<file path="config.mk">
export PLATFORM = sky130hd
export DESIGN_NAME = frequency_analyzer_sync
export DESIGN_NICKNAME = d
export VERILOG_FILES = /design/src/rtl/frequency_analyzer_pkg.sv /design/src/rtl/window_counter.sv /design/src/rtl/frequency_analyzer_sync.sv
export SDC_FILE = /design/constraint.sdc
export NUM_CORES = 1
export LEC_CHECK = 0
export ABC_AREA = 1
export BUFFER_PORTS_ARGS = -buffer_cell sky130_fd_sc_hd__buf_2
export CORE_ASPECT_RATIO = 1.4
export CORE_MARGIN = 2
export CORE_UTILIZATION = 50
export DETAILED_ROUTE_END_ITERATION = 8
export PLACE_DENSITY = 0.69
export SLEW_MARGIN = 5
export SYNTH_ARGS = -nofsm -noshare
export SYNTH_HDL_FRONTEND = slang
export SYNTH_SLANG_ARGS = --single-unit
</file>
<file path="constraint.sdc">
create_clock -name clock -period 1.5 [get_ports clock]
set_input_delay 0.3 -clock clock [delete_from_list [all_inputs] [get_ports clock]]
set_output_delay 0.3 -clock clock [all_outputs]
set_load 0.01 [all_outputs]
</file>
<file path="src/rtl/frequency_analyzer_pkg.sv">
// Shared types and parameter helpers for the frequency analyzer slice.
// Used by the sync controller and the analyzer readout logic.
package frequency_analyzer_pkg;

  typedef enum logic {
    PHASE_A0 = 1'b0,
    PHASE_A1 = 1'b1
  } phase_t;

  // Window length in system clocks: one reference period.
  function automatic int calc_n(
    input int clock_hz,
    input int freq_hz
  );
    return clock_hz / freq_hz;
  endfunction

  // Counter width for a 0..n-1 range; clamped so a bad n
  // still elaborates far enough to report the real error.
  function automatic int calc_w(input int n);
    return (n < 2) ? 1 : $clog2(n);
  endfunction

endpackage

</file>
<file path="src/rtl/window_counter.sv">
// Modulo-N window counter with terminal flags.
// Ports: clock, reset (async, high), enable (low = clear),
//        cnt_zero (cnt==0), cnt_last (cnt==N-1).
module window_counter
  import frequency_analyzer_pkg::*;
#(
  parameter int N = 10,
  parameter int W = calc_w(N)
) (
  input  logic clock,
  input  logic reset,
  input  logic enable,
  output logic cnt_zero,
  output logic cnt_last
);

  localparam logic [W-1:0] LAST = W'(N - 1);

  logic [W-1:0] cnt;

  always_ff @(posedge clock or posedge reset) begin
    if (reset) begin
      cnt <= '0;
    end else if (!enable) begin
      cnt <= '0;
    end else if (cnt == LAST) begin
      cnt <= '0;
    end else begin
      cnt <= cnt + 1'b1;
    end
  end

  assign cnt_zero = (cnt == '0);
  assign cnt_last = (cnt == LAST);

endmodule

</file>
<file path="src/rtl/frequency_analyzer_sync.sv">
// Ping-pong start/stop strobes for two frequency analyzers.
// Ports: clock, reset (async, high), enable (run control),
//        start/stop_analyzer_0/1 (registered one-cycle pulses).
module frequency_analyzer_sync
  import frequency_analyzer_pkg::*;
#(
  parameter int FREQUENCY = 2000,
  parameter int CLOCK     = 100000000
) (
  input  logic clock,
  input  logic reset,
  input  logic enable,
  output logic start_analyzer_0,
  output logic stop_analyzer_0,
  output logic start_analyzer_1,
  output logic stop_analyzer_1
);

  localparam int N = calc_n(CLOCK, FREQUENCY);
  localparam int W = calc_w(N);

  generate
    if (N < 2) begin : g_bad_n
      $error("frequency_analyzer_sync: CLOCK/FREQUENCY must be >= 2");
    end
  endgenerate

  logic   cnt_zero;
  logic   cnt_last;
  phase_t phase;

  window_counter #(
    .N (N),
    .W (W)
  ) u_window_counter (
    .clock    (clock),
    .reset    (reset),
    .enable   (enable),
    .cnt_zero (cnt_zero),
    .cnt_last (cnt_last)
  );

  // Dropping enable aborts the current window with no stop pulse
  // and forces the next run to start with analyzer 0.
  always_ff @(posedge clock or posedge reset) begin
    if (reset) begin
      phase            <= PHASE_A0;
      start_analyzer_0 <= 1'b0;
      stop_analyzer_0  <= 1'b0;
      start_analyzer_1 <= 1'b0;
      stop_analyzer_1  <= 1'b0;
    end else if (!enable) begin
      phase            <= PHASE_A0;
      start_analyzer_0 <= 1'b0;
      stop_analyzer_0  <= 1'b0;
      start_analyzer_1 <= 1'b0;
      stop_analyzer_1  <= 1'b0;
    end else begin
      start_analyzer_0 <= cnt_zero && (phase == PHASE_A0);
      stop_analyzer_0  <= cnt_last && (phase == PHASE_A0);
      start_analyzer_1 <= cnt_zero && (phase == PHASE_A1);
      stop_analyzer_1  <= cnt_last && (phase == PHASE_A1);
      if (cnt_last) begin
        phase <= (phase == PHASE_A0) ? PHASE_A1 : PHASE_A0;
      end
    end
  end

endmodule

</file>
# [Word-level counts from Yosys, hierarchy flattened]
# Index checks and enable logic that the tools add are counted.
[op_classes] add_sub_neg=1 shifts=0 bitwise=1 n_eq_ne=2 n_mux=9 reduce_logical=5 magnitude_cmp=0 n_mul=0 div=0
[ops] op="$mux 16" n=2
[ops] op="$add 16x1->16 const B" n=1
[ops] op="$eq 16x16->1 const B" n=1
[ops] op="$logic_not 16->1" n=1
[ops] op="$mux 1" n=7
[ops] op="$logic_and 1x1->1" n=4
[ops] op="$ne 2x1->1 const B" n=1
[ops] op="$not 1->1" n=1
[word_totals] mem_count=0 out_inout_bits=4 ff_bits=21 elab_cells=24 latch_bits=0 mem_bits_ro=0 ramBits=0

# [Longest topological paths before layout]
[depth] word_depth=3 ltp_mapped=9 mapped_depth_nobuf=9

# [Modules after synthesis]
# From an unflattened synthesis, not the netlist that was laid out.
[hier_totals] hier_cells=146 area_unflattened_um2=1131.1
[by_module_without_submodules] mod="window_counter" area_each_um2=954.7 instances=1 seq_area_each_um2=400.4 cells_each=128
[by_module_without_submodules] mod="frequency_analyzer_sync" area_each_um2=176.4 instances=1 seq_area_each_um2=125.1 cells_each=18

# [Worst setup path after synthesis]
# Ideal clock, no wire load.
[synth_timing] path_type="register to register" from="reg u_window_counter.cnt[0]" to="reg phase" path_stages_with_launch=9 synth_period_minus_slack_ps=1234 t_arrival_ps=1118 path_buffers=0 required_ps=1384 path_slack_ps=266 path_cell_list="dfrtp_1 -> ha_1 -> nand2_1 -> nor2_1 -> nand3_1 -> nor2_1 -> nor2_1 -> nand2_1 -> nand2_1"
[synth_between] elab_chain_cells=2
[synth_lines] element="from (decl)" line="window_counter.sv:19" text="logic [W-1:0] cnt;"
[synth_lines] element="from (signal assigned)" line="window_counter.sv:29" text="cnt <= cnt + 1'b1;"
[synth_lines] element="$eq 16x16->1" line="window_counter.sv:34" text="assign cnt_last = (cnt == LAST);"
[synth_lines] element="$ne 2x1->1 (no source line)"
[synth_lines] element="to (signal assigned)" line="frequency_analyzer_sync.sv:64" text="phase <= (phase == PHASE_A0) ? PHASE_A1 : PHASE_A0;"
[synth_lines] element="to (decl)" line="frequency_analyzer_sync.sv:30" text="phase_t phase;"
# Every way passes these cells.
# A chain may end at the register's enable or synchronous reset.

# [Worst setup path after layout]
# Ends and elaborated chain as after synthesis.

==> key figures <==
Detailed routing
  • Via count of the routed design: 929
  • Iteration-0 DRC Markers: 27
  • WL/cell: 11.66 um
  • ANT nets after route: 0
  • Drt total wl: 2.099 mm
  • First-pass iteration count of the detailed router: 4
  • Vias/cell: 5.161
  • DRC Markers: 0

Cells and area
  • Diode count: 0
  • Post-synthesis to final-layout area growth: 10.03%
  • Share of cells above drive strength 1: 12.66%
  • Most frequent cells in the layout: 36 x nor2_1, 32 x nand2_1, 21 x dfrtp_1
  • Fill cells: 214
  • Post-layout nets: 164
  • Commonest non-fill, non-tap cell in the layout: nor2_1
  • Reg area: 525.5 um2
  • Area occupied by multi-input gates: 525.5 um2
  • Fin area: 0.001221 mm2

Floorplanning
  • Overall die area: 0.002618 mm2
  • I/O Pins: 7
  • DIE HEIGHT: 59.75 um
  • Initial core utilization: 52.18%
  • Die width: 43.82 um
  • Core area: 0.002127 mm2
  • Row count: 20

Synthesis
  • Syn Std Cell Area: 0.001110 mm2
  • Number of distinct library cells after synthesis: 19
  • Syn Inst Count: 146
  • Largest family of logic cells by synthesized area: simple AND/OR/NAND/NOR gates
  • Adder-Cell Fraction of Synth Area: 2.255%
  • Yosys warnings: 0
  • Synth Net Count: 151
  • Mux cell area share after synthesis: 0%
  • Synth Area in Simple Gates: 37.20%
  • Synth area leader: dfrtp_1
  • Seq/Total Area, Yosys: 47.35%
  • Xor-xnor portion of the synthesized cell area: 4.735%
  • Top cells by area, synth: dfrtp_1 47%, nor2_1 13%, nand2_1 11%
  • Mean Syn Cell Area: 7.601 um2
  • Area fraction of the dominant cell type after synthesis: 47.35%
  • Synth Register Bits: 21
  • Synth Area in Compound Gates: 2.029%

Setup path
  • Worst-path maximum fanout: 7
  • Crit path launch type: register
  • CP max stage delay: 0.40 ns
  • Critical-path top delay cell: dfrtp_1
  • Bufs and invs on worst path: 1
  • Worst-path cell chain: ha_1 -> nand2_1 -> inv_2 -> nand2_1 -> nor2_1 -> nand3_2 -> nand2_4 -> nand2_1 -> nand2_1
  • Delay-heaviest family, CP: simple AND/OR/NAND/NOR gates
  • Critical path arrival: 1.60 ns
  • Setup crit end kind: register
  • Worst setup path class: reg -> reg
  • Most Frequent Cell on Critical Path: nand2_1
  • Critical Path RT: 1.75 ns

Clock tree
  • Worst-Skew Late Latency: 0.30 ns
  • Clock Root Buffer: clkbuf_4
  • Clk buf depth: 2
  • H-tree depth: 1
  • TritonCTS clock tree: built
  • Post-cts sizing count: 0
  • Post-cts hold buffer count: 0
  • # clock sinks: 21
  • Post-CTS Setup Bufs: 0
  • Worst-path clk slew: 0.11 ns
  • Num CTS Buffers: 3

Place
  • HPWL after DPL: 1.638 mm
  • RePlAce Congestion: 0.8242
  • Area post-placement: 0.001182 mm2
  • PortBufs: 6

Global routing
  • Initial antenna violation count: 0
  • First-pass GRT wire length: 3.726 mm
  • Grt total ovfl: 0
  • Gr usage total: 19.31%
  • Largest net degree at the start of global routing: 22
  • Vias in the first global route: 903

Power
  • Clock network power share: 29.0%
  • Leakage: 0.6007 nW
  • Maximum VDD drop: 0.3809 mV
  • Design Power: 0.9247 mW
  • Int Pwr: 0.7064 mW
  • P_sw: 0.2183 mW
  • Power Dens Cells: 757.2 mW/mm2
  • Flop pwr share: 63.6%
  • Comb pwr share: 7.3%
  • Sw frac: 23.61%

Outcome
  • Status: finished, final reports clean

STA
  • Setup violation total in the final timing report: 0
  • Setup_tns: 0 ns
  • Slew at the pin with the worst max-slew slack: 0.3054 ns
  • Max Freq: 735.6 MHz
  • Setup repair after global routing missed its margin: false
  • Slew margin rel.: 79.62%
  • Skew final: 0.001996 ns
  • Slew Limit Fails: 0
  • Final hold violation count: 0
  • Fin crit share: 90.62%
  • Crit path time final: 1.359 ns

Worst hold path
  • Class of the worst hold path: in -> async

Job
  • Total of max-cap violations: 0
==> synthesized netlist by cell type (all sizes together) <==
library cell  instances
a21oi                 1
dfrtp                21
ha                    2
inv                  19
nand2                35
nand3                 9
nand3b                1
nand4                 1
nor2                 40
nor3                  7
nor3b                 1
o21ai                 2
o21bai                1
xnor2                 2
xor2                  4
==> registers in the layout (all words and copies together) (netlist names) <==
| name | count |
|---|---|
| u_window_counter.cnt | 16 |
| stop_analyzer_0 | 1 |
| start_analyzer_1 | 1 |
| phase | 1 |
| start_analyzer_0 | 1 |
| stop_analyzer_1 | 1 |
==> cell type report <==
type                       instances  share of cell area, %
sequential                        21                  43.03
multi-input combinational        106                  43.03
inverter                          19                  5.840
timing repair buffer               8                  3.689
tap                               22                  2.254
clock buffer                       4                  2.152
==> power groups by stage <==
stage | registers (mW) | logic [mW] | clock network (mW)
final | 0.588 | 0.0677 | 0.269
after global routing | 0.590 | 0.0819 | 0.305
after floorplan | 0.600 | 0.0438 | 0
after CTS | 0.589 | 0.0682 | 0.278
after global placement | 0.599 | 0.0670 | 0
after detailed placement | 0.600 | 0.0677 | 0
==> metrics by stage <==
stage               setup WS (ns)  util (%)  hold WS (ns)  instances
floorplan                  0.2656         -        0.2765        146
global placement          0.08862     55.59        0.3363        176
detailed placement        0.06446     55.59        0.3408        176
CTS                       0.02697     56.82       0.01201        180
global route             0.007807     57.41      0.009966        180
finish                     0.1406     57.41       0.01033        180
==> tightest hold or removal path, cell delays in order <==
cell and delay [ns]:
buf_2 0.09, inv_1 0.04, buf_4 0.27
==> layer usage <==
| layer | wire length, um | part of all wire, % | global-route usage, % | up-vias |
|---|---|---|---|---|
| li1 | - | - | - | 469 |
| met1 | 900 | 43 | 23.02 | 430 |
| met2 | 1074 | 51 | 32.14 | 21 |
| met3 | 72 | 3.4 | 3.625 | 9 |
| met4 | 52 | 2.5 | 10.82 | 0 |
| met5 | 0 | 0 | 0 | - |
==> path summary, 6_finish.rpt <==
kind	slack, ns	endpoint	cells past startpoint	start
min reg2reg	0.49	u_window_counter.cnt[0]$_DFF_PP0_	1	u_window_counter.cnt[0]$_DFF_PP0_
max	0.14	phase$_DFFE_PP0P_	9	u_window_counter.cnt[0]$_DFF_PP0_
min	0.01	u_window_counter.cnt[14]$_DFF_PP0_	3	reset
max in group asynchronous	1.28	u_window_counter.cnt[3]$_DFF_PP0_	3	reset
min in group clock	0.28	start_analyzer_1$_DFF_PP0_	3	enable
max reg2reg	0.14	phase$_DFFE_PP0P_	9	u_window_counter.cnt[0]$_DFF_PP0_
==> cells by family after synthesis <==
kind of cell | Yosys count
flops | 21
buf+inv | 19
simple gates | 94
xor+xnor | 6
compound gates | 4
fa+ha+maj | 2
(Power assumes the default switching activity.)
